<file path="config.mk">
export PLATFORM = sky130hd
export DESIGN_NAME = bounce_gen
export DESIGN_NICKNAME = d
export VERILOG_FILES = /design/src/rtl/bounce_gen.sv
export SDC_FILE = /design/constraint.sdc
export NUM_CORES = 1
export LEC_CHECK = 0
export BUFFER_PORTS_ARGS = -buffer_cell sky130_fd_sc_hd__buf_2
export CAP_MARGIN = 15
export CORE_UTILIZATION = 30
export CTS_CLUSTER_DIAMETER = 50
export DETAILED_ROUTE_END_ITERATION = 10
export SYNTH_ARGS = -nofsm -noshare
export SYNTH_HDL_FRONTEND = slang
export SYNTH_SLANG_ARGS = --single-unit
</file>
<file path="constraint.sdc">
create_clock -name CLK -period 2.6 [get_ports CLK]
set_input_delay 0.13 -clock CLK [delete_from_list [all_inputs] [get_ports CLK]]
set_output_delay 0.13 -clock CLK [all_outputs]
set_load 0.005 [all_outputs]
</file>
<file path="src/rtl/bounce_gen.sv">
// Emulates a chattering mechanical switch. On request it drives a pseudo-random
// bounce burst, holds the settled level, then pulses done.
module bounce_gen #(
  parameter int unsigned BOUNCE_CYCLES = 64,
  parameter int unsigned MIN_HOLD      = 4,
  parameter int unsigned SETTLE_CYCLES = 32,
  parameter logic [15:0] LFSR_SEED     = 16'hACE1,
  parameter logic        INIT_LEVEL    = 1'b0
) (
  input  logic CLK,
  input  logic RST,
  input  logic req,
  input  logic target,
  output logic switch_out,
  output logic busy,
  output logic done
);

  typedef enum logic [1:0] {IDLE, BOUNCE, SETTLE} state_t;

  // An all-zero Galois LFSR never leaves zero, so a zero seed is promoted.
  localparam logic [15:0] SEED_EFF  = (LFSR_SEED == 16'h0000) ? 16'h0001 : LFSR_SEED;
  localparam logic [15:0] WIN_INIT  = 16'(BOUNCE_CYCLES - 1);
  localparam logic [15:0] SET_INIT  = 16'(SETTLE_CYCLES - 1);
  localparam logic [8:0]  HOLD_BASE = 9'(MIN_HOLD - 1);

  state_t      state, state_nx;
  logic [15:0] lfsr;
  logic [15:0] win_cnt, win_nx;
  logic [15:0] set_cnt, set_nx;
  logic [8:0]  hold_cnt, hold_nx;
  logic        tgt, tgt_nx;
  logic        sw_nx, busy_nx, done_nx;

  function automatic logic [15:0] lfsr_adv(input logic [15:0] v);
    return {1'b0, v[15:1]} ^ (v[0] ? 16'hB400 : 16'h0000);
  endfunction

  // Level length is MIN_HOLD + (0..15); the counter holds length-1.
  function automatic logic [8:0] hold_load(input logic [3:0] r);
    return HOLD_BASE + {5'd0, r};
  endfunction

  always_comb begin
    state_nx = state;
    win_nx   = win_cnt;
    set_nx   = set_cnt;
    hold_nx  = hold_cnt;
    tgt_nx   = tgt;
    sw_nx    = switch_out;
    done_nx  = 1'b0;
    case (state)
      IDLE: begin
        if (req) begin
          if (target != switch_out) begin
            state_nx = BOUNCE;
            tgt_nx   = target;
            sw_nx    = target;
            win_nx   = WIN_INIT;
            hold_nx  = hold_load(lfsr[3:0]);
          end else begin
            done_nx = 1'b1;
          end
        end
      end
      BOUNCE: begin
        // Window expiry wins over a coincident hold expiry.
        if (win_cnt == 16'd0) begin
          state_nx = SETTLE;
          sw_nx    = tgt;
          set_nx   = SET_INIT;
          hold_nx  = 9'd0;
        end else begin
          win_nx = win_cnt - 16'd1;
          if (hold_cnt == 9'd0) begin
            sw_nx   = ~switch_out;
            hold_nx = hold_load(lfsr[3:0]);
          end else begin
            hold_nx = hold_cnt - 9'd1;
          end
        end
      end
      SETTLE: begin
        sw_nx = tgt;
        if (set_cnt == 16'd0) begin
          state_nx = IDLE;
          done_nx  = 1'b1;
        end else begin
          set_nx = set_cnt - 16'd1;
        end
      end
      default: state_nx = IDLE;
    endcase
    busy_nx = (state_nx != IDLE);
  end

  always_ff @(posedge CLK or posedge RST) begin
    if (RST) begin
      state      <= IDLE;
      lfsr       <= SEED_EFF;
      win_cnt    <= 16'd0;
      set_cnt    <= 16'd0;
      hold_cnt   <= 9'd0;
      tgt        <= INIT_LEVEL;
      switch_out <= INIT_LEVEL;
      busy       <= 1'b0;
      done       <= 1'b0;
    end else begin
      state      <= state_nx;
      lfsr       <= lfsr_adv(lfsr);
      win_cnt    <= win_nx;
      set_cnt    <= set_nx;
      hold_cnt   <= hold_nx;
      tgt        <= tgt_nx;
      switch_out <= sw_nx;
      busy       <= busy_nx;
      done       <= done_nx;
    end
  end

endmodule

</file>
==> After elaboration in Yosys (flattened, before gate mapping) <==
Index checks and enable logic that the tools add are counted.
{ "op_classes": {"n_bitwise": 2, "add_sub_neg": 4, "muxes": 27, "n_eq_ne": 9, "reduce_logical": 13} }
{ "op_table": {"columns": ["cell", "count"], "rows": [
  ["16-bit 2-to-1 mux", 6],
  ["16-bit one-hot mux with 2 select lines", 2],
  ["9-bit 2-to-1 mux", 4],
  ["16-bit logical NOT", 2],
  ["16-bit by 1-bit subtractor with 16-bit output, second input constant", 2],
  ["9-bit one-hot mux with 2 select lines", 1],
  ["15-bit by 16-bit bitwise XOR with 16-bit output", 1],
  ["2-bit inequality test, second input constant", 5],
  ["9-bit logical NOT", 1],
  ["3-bit AND reduction", 3],
  ["9-bit by 1-bit subtractor with 9-bit output, second input constant", 1],
  ["2-bit 2-to-1 mux", 4],
  ["4-bit AND reduction", 2],
  ["1-bit 2-to-1 mux", 7],
  ["2-bit one-hot mux with 3 select lines", 1],
  ["2-bit nonzero test", 3],
  ["2-bit by 4-bit adder with 5-bit output, first input constant", 1],
  ["3-bit inequality test, second input constant", 1],
  ["1-bit one-hot mux with 3 select lines", 1],
  ["3-bit nonzero test", 1],
  ["2-bit by 1-bit equality test with 1-bit output, second input constant", 1],
  ["2-bit equality test, second input constant", 1],
  ["2-bit logical NOT", 1],
  ["1-bit one-hot mux with 2 select lines", 1],
  ["2 further kinds", 2]
]} }
{ "word_totals": {"register_bits": 63} }

==> Longest topological paths before layout <==
Gate-level depths: netlist of the first run.
{ "logic_depth": {"ltp_word": 5, "depth_mapped": 9} }

==> Worst setup path before layout of the first run <==
OpenSTA, ideal clock, no wires.
{ "synth_timing": {"path_type": "reg2reg", "start": "reg win_cnt[0]", "end": "reg hold_cnt[7]", "required_ns": 2.478, "period_less_slack_ns": 2.109, "arrival_ns": 1.987, "setup_slack_ns": 0.491, "stages_incl_launch_ff": 9, "cell_sequence": "dfrtp_1 > inv_1 > ha_1 > nor3b_1 > and4_2 > or2_2 > buf_2 > nor2_1 > a32o_1"} }
{ "synth_via": {"elab_chain_len": 3} }
{ "synth_rtl": {"columns": ["item", "line_no", "rtl"], "rows": [
  ["from (decl)", "29", "logic [15:0] win_cnt, win_nx;"],
  ["from (signal assigned)", "111", "win_cnt <= win_nx;"],
  ["16-bit logical NOT", "68", "if (win_cnt == 16'd0) begin"],
  ["9-bit 2-to-1 mux", "68", null],
  ["9-bit one-hot mux with 2 select lines", "52", "case (state)"],
  ["to (signal assigned)", "113", "hold_cnt <= hold_nx;"],
  ["to (decl)", "31", "logic [8:0] hold_cnt, hold_nx;"]
]} }
Every way passes these cells.
A chain may end at the register's enable or synchronous reset.

==> Worst setup path in the final report of the first run <==
{ "layout_timing": {"start": "reg win_cnt[0]", "end": "reg set_cnt[8]"} }
{ "layout_via": {"elab_chain_len": 3} }
{ "layout_rtl": {"columns": ["item", "line_no", "rtl"], "rows": [
  ["16-bit logical NOT", "68", null],
  ["2-bit inequality test (no source line)", null, null],
  ["3-bit AND reduction (no source line)", null, null],
  ["to (signal assigned)", "112", "set_cnt <= set_nx;"],
  ["to (decl)", "30", "logic [15:0] set_cnt, set_nx;"]
]} }
Every way passes these cells.

==> impl_results.rst, run 1 <==
.. list-table::
   :header-rows: 1

   * - Metric
     - Value
   * - Result of the run
     - completed
   * - Worst setup slack before clock tree synthesis
     - roughly 0.13 ns
   * - Leakage power of the design
     - ~1.6 nW
   * - Routed vias/inst
     - around 5.0
   * - Pin count of the biggest net entering global routing
     - 28
   * - ANT nets after route
     - 0
   * - Clock latency of the later-clocked register in the worst-skew pair
     - between 0.3 and 0.4 ns
   * - Fraction of the cycle the final worst path needs
     - 92.1%
   * - Remaining routing DRC violations
     - 0
   * - Number of antenna violations at the first check in global routing
     - 0
   * - Fraction of registers with async set/reset
     - 100%
   * - Root cell of the clock tree
     - sky130_fd_sc_hd__clkbuf_8
   * - Post-route cell area
     - about 3600 sq um
   * - Primary flip-flop cell chosen by synthesis mapping
     - sky130_fd_sc_hd__dfrtp_1
   * - WHS
     - 0.111 ns
   * - Total congestion overflow after global routing
     - 0
   * - Setup-failing EPs final
     - 0
   * - Endpoint required time on the critical path
     - 2.85 ns
   * - Synth unique cells
     - 56
   * - Initial Utilization
     - a little under a third
   * - Share of the yosys chip area belonging to registers
     - approximately half
   * - CP Max Fanout
     - 8
   * - Final-stage net count
     - ~340
   * - Antenna Cells
     - 0
   * - Source of the worst hold timing path
     - target
   * - Final Wtd Congestion
     - approximately 0.8
   * - RSZ-0062 raised after global routing
     - false
   * - Synth Instances
     - 310
   * - Leading area contributor after synthesis
     - sky130_fd_sc_hd__dfrtp_1
   * - Cell area after technology mapping
     - 3190 sq um
   * - Footprint of the flip-flops and latches
     - ~1600 sq um
   * - Die Wd
     - between 100 and 150 microns
   * - Data arrival time at the worst-slack endpoint
     - approximately 2.7 ns
   * - Met3 Track Usage GR
     - 3.37%
   * - Commonest cells after routing, fill and taps aside
     - 55 x sky130_fd_sc_hd__dfrtp_1, 33 x sky130_fd_sc_hd__nor2_1, 23 x sky130_fd_sc_hd__xor2_1
   * - Vias
     - 2369
   * - Fin Clk Skew
     - between 0.005 and 0.006 ns
   * - Worst Path Class, Setup
     - reg -> reg
   * - Violation count after the first detailed-route iteration
     - 121
   * - Area of the core
     - ~10000 sq um
   * - Final worst-path setup slack
     - between 0.2 and 0.25 ns
   * - Syn Area/Cell
     - 10.3 sq um
   * - H-tree levels
     - 3
   * - Number of filler cells placed in the layout
     - 1035
   * - Number of global-route vias before repair
     - about 2400
   * - Final Slew Violations
     - 0
   * - Total clock sinks
     - 63
   * - Placement Cell Area
     - roughly 3400 sq um
   * - GRT Total Usage
     - between 10% and 20%
   * - Site row count
     - 37
   * - Post-CTS Repair Setup Buffers
     - 0
   * - Drt total wl
     - 6440 microns
   * - Die height
     - about 110 microns
   * - Max VDD drop
     - 0.365 mV
   * - Most area-consuming cells after synthesis
     - sky130_fd_sc_hd__dfrtp_1 43%, sky130_fd_sc_hd__dfstp_2 6.6%, sky130_fd_sc_hd__xor2_1 6.3%
   * - Transition time of the tightest slew-check pin
     - ~0.64 ns
   * - Minimum clock period
     - 2.39 ns
   * - Clock buffer depth
     - 2
   * - Die outline area
     - around 11000 sq um
   * - Most frequent standard cell in the layout excluding fill and tap cells
     - sky130_fd_sc_hd__dfrtp_1
   * - Max Cap Violations
     - 0
   * - Pwr dens
     - roughly 790 nW/um^2
   * - TritonCTS clock tree
     - built
   * - DP HPWL
     - approximately 4500 microns
   * - Startpoint Class
     - register
   * - Final Hold Fails
     - 0
   * - WL per Instance
     - roughly 14 microns
   * - Setup TNS Final
     - 0 ns
   * - Timing startpoint of the critical path
     - win_cnt[0]
   * - Count of pins on the block boundary
     - 7
   * - Drt first pass iters
     - 4
   * - Critical R2R Launch
     - win_cnt[0]
   * - Area taken by multi-input logic gates
     - 1510 sq um
   * - Kind of path behind the tightest hold check
     - in -> reg
   * - Port Buffers
     - 6
   * - Met1 usage in global routing
     - 15.7%
   * - Proportion of layout cells with a drive suffix above 1
     - 15.9%
   * - Post-Syn Nets
     - 322
   * - CP endpoint kind
     - register
   * - Proportion of netlist area held by the largest area contributor
     - between 40% and 50%
   * - Highest attainable clock frequency
     - 418 MHz
   * - Worst-case headroom to the max-slew limit
     - between 50% and 60%
   * - Count of synthesis-stage warnings from yosys
     - 0
   * - Busiest grt layer
     - met2
   * - Wire length of the first global-routing pass
     - 11100 microns
   * - Count of flip-flops with a built-in enable after synthesis
     - 0
   * - Post-synthesis sequential element count
     - 63
   * - Area overhead of the layout relative to synthesis
     - 14.1%
   * - CTS buffer count
     - 9
   * - Met2 track demand over resource in global routing
     - about a fifth
   * - Clock slew at the register clock pins of the worst setup and hold paths
     - approximately 0.070 ns
-- cell families (layout without fill, tap and decap cells) --
| logic type | Yosys count | after routing | share of synthesized area [%] |
|---|---|---|---|
| AOI/OAI and AO/OA | 64 | 64 | 14.0 |
| adders and majority gates | 8 | 8 | 3.13 |
| and+or+nand+nor | 125 | 125 | 22.8 |
| DFF | 63 | 63 | 49.7 |
| muxes | 1 | 1 | 0.313 |
| xor gates and xnor gates | 26 | 26 | 7.13 |
| buffers and inverters | 23 | 47 | 2.98 |
-- state kept, by name (all words and copies together), names as in the netlist --
signal,flops
busy,1
done,1
hold_cnt,9
lfsr,16
set_cnt,16
state,2
switch_out,1
tgt,1
win_cnt,16
-- synthesized netlist by cell type, drive strengths merged (4+ instances only) --
| master | count |
|---|---|
| or4 | 7 |
| nand3 | 7 |
| nor2 | 33 |
| o22ai | 5 |
| dfrtp | 55 |
| o31ai | 4 |
| nand2b | 5 |
| nor4 | 6 |
| inv | 13 |
| nor3 | 13 |
| nand4 | 11 |
| o21ai | 13 |
| clkbuf | 8 |
| o221ai | 4 |
| dfstp | 8 |
| or3 | 5 |
| ha | 8 |
| xor2 | 23 |
| a21oi | 17 |
| nand2 | 17 |
-- path summary, 6_finish.rpt --
check / end / slack [ns] / cells past startpoint
setup / recovery: set_cnt[8] / 0.21 / 7
hold / removal: tgt / 0.11 / 3
setup reg to reg: set_cnt[8] / 0.21 / 7
hold reg to reg: lfsr[6] / 0.36 / 0
max in group asynchronous: lfsr[11] / 1.53 / 4
min in group asynchronous: hold_cnt[8] / 0.36 / 3
-- timing repair --
item                                   in CTS  in global routing
hold buffers                                1                  0
endpoints found under the hold margin      17                  0
setup endpoints to repair                   0                  2
resized for setup                           0                  1
-- stage by stage --
stage	cells	total power, mW	utilization, %
6_report	470	2.89	35.3
5_1_grt	470	3.07	35.3
4_1_cts	470	2.93	35.3
3_5_place_dp	453	2.05	33.2
3_3_place_gp	453	2.03	33.2
2_1_floorplan	310	1.82	-
-- metal layers --
metal	up-vias	wire length (microns)
li1	1171	-
met1	1158	3130
met2	33	3030
met3	7	207
met4	0	68
met5	-	0
-- report_power, final --
| group | switching, mW | internal [mW] | leakage (nW) |
|---|---|---|---|
| clock network | 0.361 | 0.494 | 0.0996 |
| logic | 0.474 | 0.308 | 0.715 |
| registers | 0.148 | 1.10 | 0.803 |
-- final cells by class --
type,instances,share of cell area [%]
inverters,13,1.34
flip-flops and latches,63,43.5
clock buffers,13,4.36
multi-input cells,224,41.6
repair buffers,18,3.37
clock inverters,3,1.17
well taps,136,4.67
-- critical path, stage by stage (launching register included) --
cell and delay [ns]:
sky130_fd_sc_hd__dfrtp_1 0.42, sky130_fd_sc_hd__inv_1 0.07, sky130_fd_sc_hd__ha_1 0.18, sky130_fd_sc_hd__nor4bb_1 0.37
sky130_fd_sc_hd__and4_2 0.41, sky130_fd_sc_hd__o22ai_1 0.22, sky130_fd_sc_hd__or4_1 0.48, sky130_fd_sc_hd__a21oi_1 0.17
Power figures use the tool's default switching activity.
==> run 2: changes to the inputs <==
--- a/config.mk
+++ b/config.mk
@@ -7,9 +7,10 @@
 export LEC_CHECK = 0
 export BUFFER_PORTS_ARGS = -buffer_cell sky130_fd_sc_hd__buf_2
 export CAP_MARGIN = 15
-export CORE_UTILIZATION = 30
+export CORE_UTILIZATION = 50
 export CTS_CLUSTER_DIAMETER = 50
 export DETAILED_ROUTE_END_ITERATION = 10
+export PLACE_DENSITY = 0.66
 export SYNTH_ARGS = -nofsm -noshare
 export SYNTH_HDL_FRONTEND = slang
 export SYNTH_SLANG_ARGS = --single-unit
==> constraint.sdc (replaced) <==
create_clock -name CLK -period 2.6 [get_ports CLK]
set_input_delay 0.78 -clock CLK [delete_from_list [all_inputs] [get_ports CLK]]
set_output_delay 0.78 -clock CLK [all_outputs]
set_load 0.005 [all_outputs]
==> run 2 against run 1 <==
Compared with the run above:
- final cell count decreased by 13%
- global-route usage grew 8.8 points
- first-iteration DRC count down 0.83%
- sequential share of layout area grew 1.1 points
- sequential power about the same
- via count down 1.4%
- cell area is 2.5% lower
- wire length decreased by 5.1%
- combinational power increased by 1%
- core utilization rose by 24 points
- power decreased by 2.3%
- fmax rose by 0.52%
==> impl_results.rst, run 2 (same netlist as run 1, synthesis figures left out) <==
.. list-table::
   :header-rows: 1

   * - Metric
     - Value
   * - Result of the run
     - completed
   * - Worst Path Class, Setup
     - reg -> reg
   * - Hold-fix buffers at CTS
     - 0 (-1)
   * - RSZ-0062 raised after global routing
     - false
   * - Initial Utilization
     - 53.0% (+22 points)
   * - WL per Instance
     - 14.9 microns (+8.8%)
   * - Final-stage net count
     - 342 (+0.29%)
   * - Path depth of the worst reg2reg path
     - 7 (unchanged)
   * - Startpoint Class
     - register
   * - Final worst-path setup slack
     - 0.219 ns (+0.0125 ns)
   * - Worst-case headroom to the max-slew limit
     - 64.7% (+7.4 points)
   * - Most frequent standard cell in the layout excluding fill and tap cells
     - sky130_fd_sc_hd__dfrtp_1
   * - Drt first pass iters
     - 4 (unchanged)
   * - ANT nets after route
     - 0 (unchanged)
   * - Root cell of the clock tree
     - sky130_fd_sc_hd__clkbuf_8
   * - Drt total wl
     - 6110 microns (-5.1%)
   * - GRT Total Usage
     - 21.4% (+8.8 points)
   * - Clock latency of the later-clocked register in the worst-skew pair
     - 0.34 ns (about the same)
   * - Cell Count, Final, Fillers Out
     - 410 (-13%)
   * - Post-cts sizing count
     - 0 (unchanged)
   * - Wire length of the first global-routing pass
     - 10600 microns (-4.5%)
   * - Area overhead of the layout relative to synthesis
     - 11.2%
   * - H-tree levels
     - 3 (unchanged)
   * - Cell internal power dissipation
     - 1.79 mW (-6.3%)
   * - Total net switching power
     - 1.04 mW (+5.3%)
   * - Max VDD drop
     - 0.605 mV (+66%)
   * - Fin Clk Skew
     - 0.00870 ns (+0.00334 ns)
   * - Transition time of the tightest slew-check pin
     - 0.530 ns (-0.110 ns)
   * - Antenna Cells
     - 0 (unchanged)
   * - DP HPWL
     - 4250 microns (-5.3%)
   * - Max Cap Violations
     - 0 (unchanged)
   * - Worst hold path stage count
     - 0 (-3)
   * - Number of global-route vias before repair
     - 2230 (-6.0%)
   * - Commonest cells after routing, fill and taps aside
     - 55 x sky130_fd_sc_hd__dfrtp_1, 33 x sky130_fd_sc_hd__nor2_1, 23 x sky130_fd_sc_hd__xor2_1
   * - Number of placed instances, taps included
     - 394 (-13%)
   * - Total clock sinks
     - 63 (unchanged)
   * - Part of the total power dissipated in combinational logic
     - 28.1% (+1.0 points)
   * - Final Slew Violations
     - 0 (unchanged)
   * - Clock slew at the register clock pins of the worst setup and hold paths
     - 0.08 ns (about the same)
   * - CP Max Fanout
     - 8 (unchanged)
   * - Final Hold Fails
     - 0 (unchanged)
   * - Setup-failing EPs final
     - 0 (unchanged)
   * - Clock buffer depth
     - 2 (unchanged)
   * - Number of filler cells placed in the layout
     - 514 (-50%)
   * - Die height
     - 81.9 microns (-22%)
   * - Die Wd
     - 81.9 microns (-22%)
   * - Count of pins on the block boundary
     - 7 (unchanged)
   * - Port Buffers
     - 6 (unchanged)
   * - TritonCTS clock tree
     - built
   * - Die outline area
     - 6710 sq um (-39%)
   * - Minimum clock period
     - 2.38 ns (-0.0125 ns)
   * - Portion of total power attributed to the clock network
     - 27.6% (-2.0 points)
   * - Fraction of the cycle the final worst path needs
     - 91.6% (-0.48 points)
   * - Switching power share of the total
     - 36.7% (+2.7 points)
   * - Relative contribution of sequential cells to total power
     - 44.3% (+1.0 points)
   * - Post-CTS Repair Setup Buffers
     - 0 (unchanged)
   * - Footprint of the flip-flops and latches
     - 1590 sq um (unchanged)
   * - Area taken by multi-input logic gates
     - 1510 sq um (unchanged)
   * - CTS buffer count
     - 9 (unchanged)
   * - Site row count
     - 28 (-24%)
   * - Area of the core
     - 6030 sq um (-42%)
   * - Setup TNS Final
     - 0 ns (unchanged)
   * - Largest registers
     - lfsr (16), set_cnt (16), win_cnt (16)
   * - Total congestion overflow after global routing
     - 0 (unchanged)
   * - Pin count of the biggest net entering global routing
     - 34 (+21%)
   * - Remaining routing DRC violations
     - 0 (unchanged)
   * - Pwr dens
     - 795 nW/um^2 (+0.21%)
   * - Vias
     - 2336 (-1.4%)
   * - Final Wtd Congestion
     - 0.828 (+2.1%)
   * - Highest attainable clock frequency
     - 420 MHz (+0.52%)
   * - Kind of path behind the tightest hold check
     - reg -> reg
   * - CP endpoint kind
     - register
   * - Violation count after the first detailed-route iteration
     - 120 (-0.83%)
   * - Data arrival time at the worst-slack endpoint
     - 2.64 ns (about the same)
   * - Leakage power of the design
     - 1.61 nW (-0.27%)
   * - Endpoint required time on the critical path
     - 2.86 ns (about the same)
   * - Routed vias/inst
     - 5.70 (+13%)
   * - Number of antenna violations at the first check in global routing
     - 0 (unchanged)
   * - Proportion of layout cells with a drive suffix above 1
     - 17.0% (+1.1 points)
   * - WHS
     - 0.359 ns (+0.249 ns)
   * - Worst setup slack before clock tree synthesis
     - 0.197 ns (+0.0702 ns)
==> run 2: final timing paths <==
path                                 start          end  slack (ns)
worst max-delay path            win_cnt[0]  set_cnt[15]        0.22
worst min-delay path               lfsr[7]      lfsr[6]        0.36
worst max register to register  win_cnt[0]  set_cnt[15]        0.22
worst min register to register     lfsr[7]      lfsr[6]        0.36
max in group asynchronous              RST   win_cnt[1]        1.77
min in group asynchronous              RST   set_cnt[6]        0.50
==> run 2: final cells by class <==
type / instances / area share [%]
Timing Repair Buffer: 19 / 3.59
Clock buffer: 9 / 3.49
Tap cell: 75 / 2.64
Multi-Input combinational cell: 224 / 42.6
Clock inverter: 7 / 1.59
Sequential cell: 63 / 44.7
Inverter: 13 / 1.37
==> run 2: metal layers <==
layer / track usage, % / routed length [microns] / vias up
li1: - / - / 1178
met1: 29.9 / 3140 / 1126
met2: 32.1 / 2750 / 25
met3: 6.00 / 139 / 7
met4: 6.84 / 78 / 0
met5: 0 / 0 / -
==> run 2: metrics by stage <==
stage	power [mW]	cell area, sq um	util, %
3_3_place_gp	2.05	3370	55.9
2_1_floorplan	1.82	3190	-
6_report	2.82	3550	58.9
4_1_cts	2.86	3550	58.9
3_5_place_dp	2.06	3370	55.9
5_1_grt	3.02	3550	58.9
==> run 2: worst max-delay path, cell delays in order, from the launching register on <==
cell and delay (ns):
sky130_fd_sc_hd__dfrtp_1 0.43, sky130_fd_sc_hd__inv_1 0.07, sky130_fd_sc_hd__ha_1 0.18, sky130_fd_sc_hd__nor4bb_1 0.37
sky130_fd_sc_hd__and4_2 0.40, sky130_fd_sc_hd__o221ai_2 0.17, sky130_fd_sc_hd__or4b_1 0.53, sky130_fd_sc_hd__a21oi_1 0.15
==> run 2: power groups by stage <==
stage                     clock, mW  combinational, mW  sequential [mW]
after floorplan                   0              0.593             1.23
after global placement            0              0.789             1.26
after detailed placement          0              0.798             1.27
after CTS                     0.810              0.799             1.25
after global routing          0.846              0.898             1.27
final                         0.780              0.792             1.25
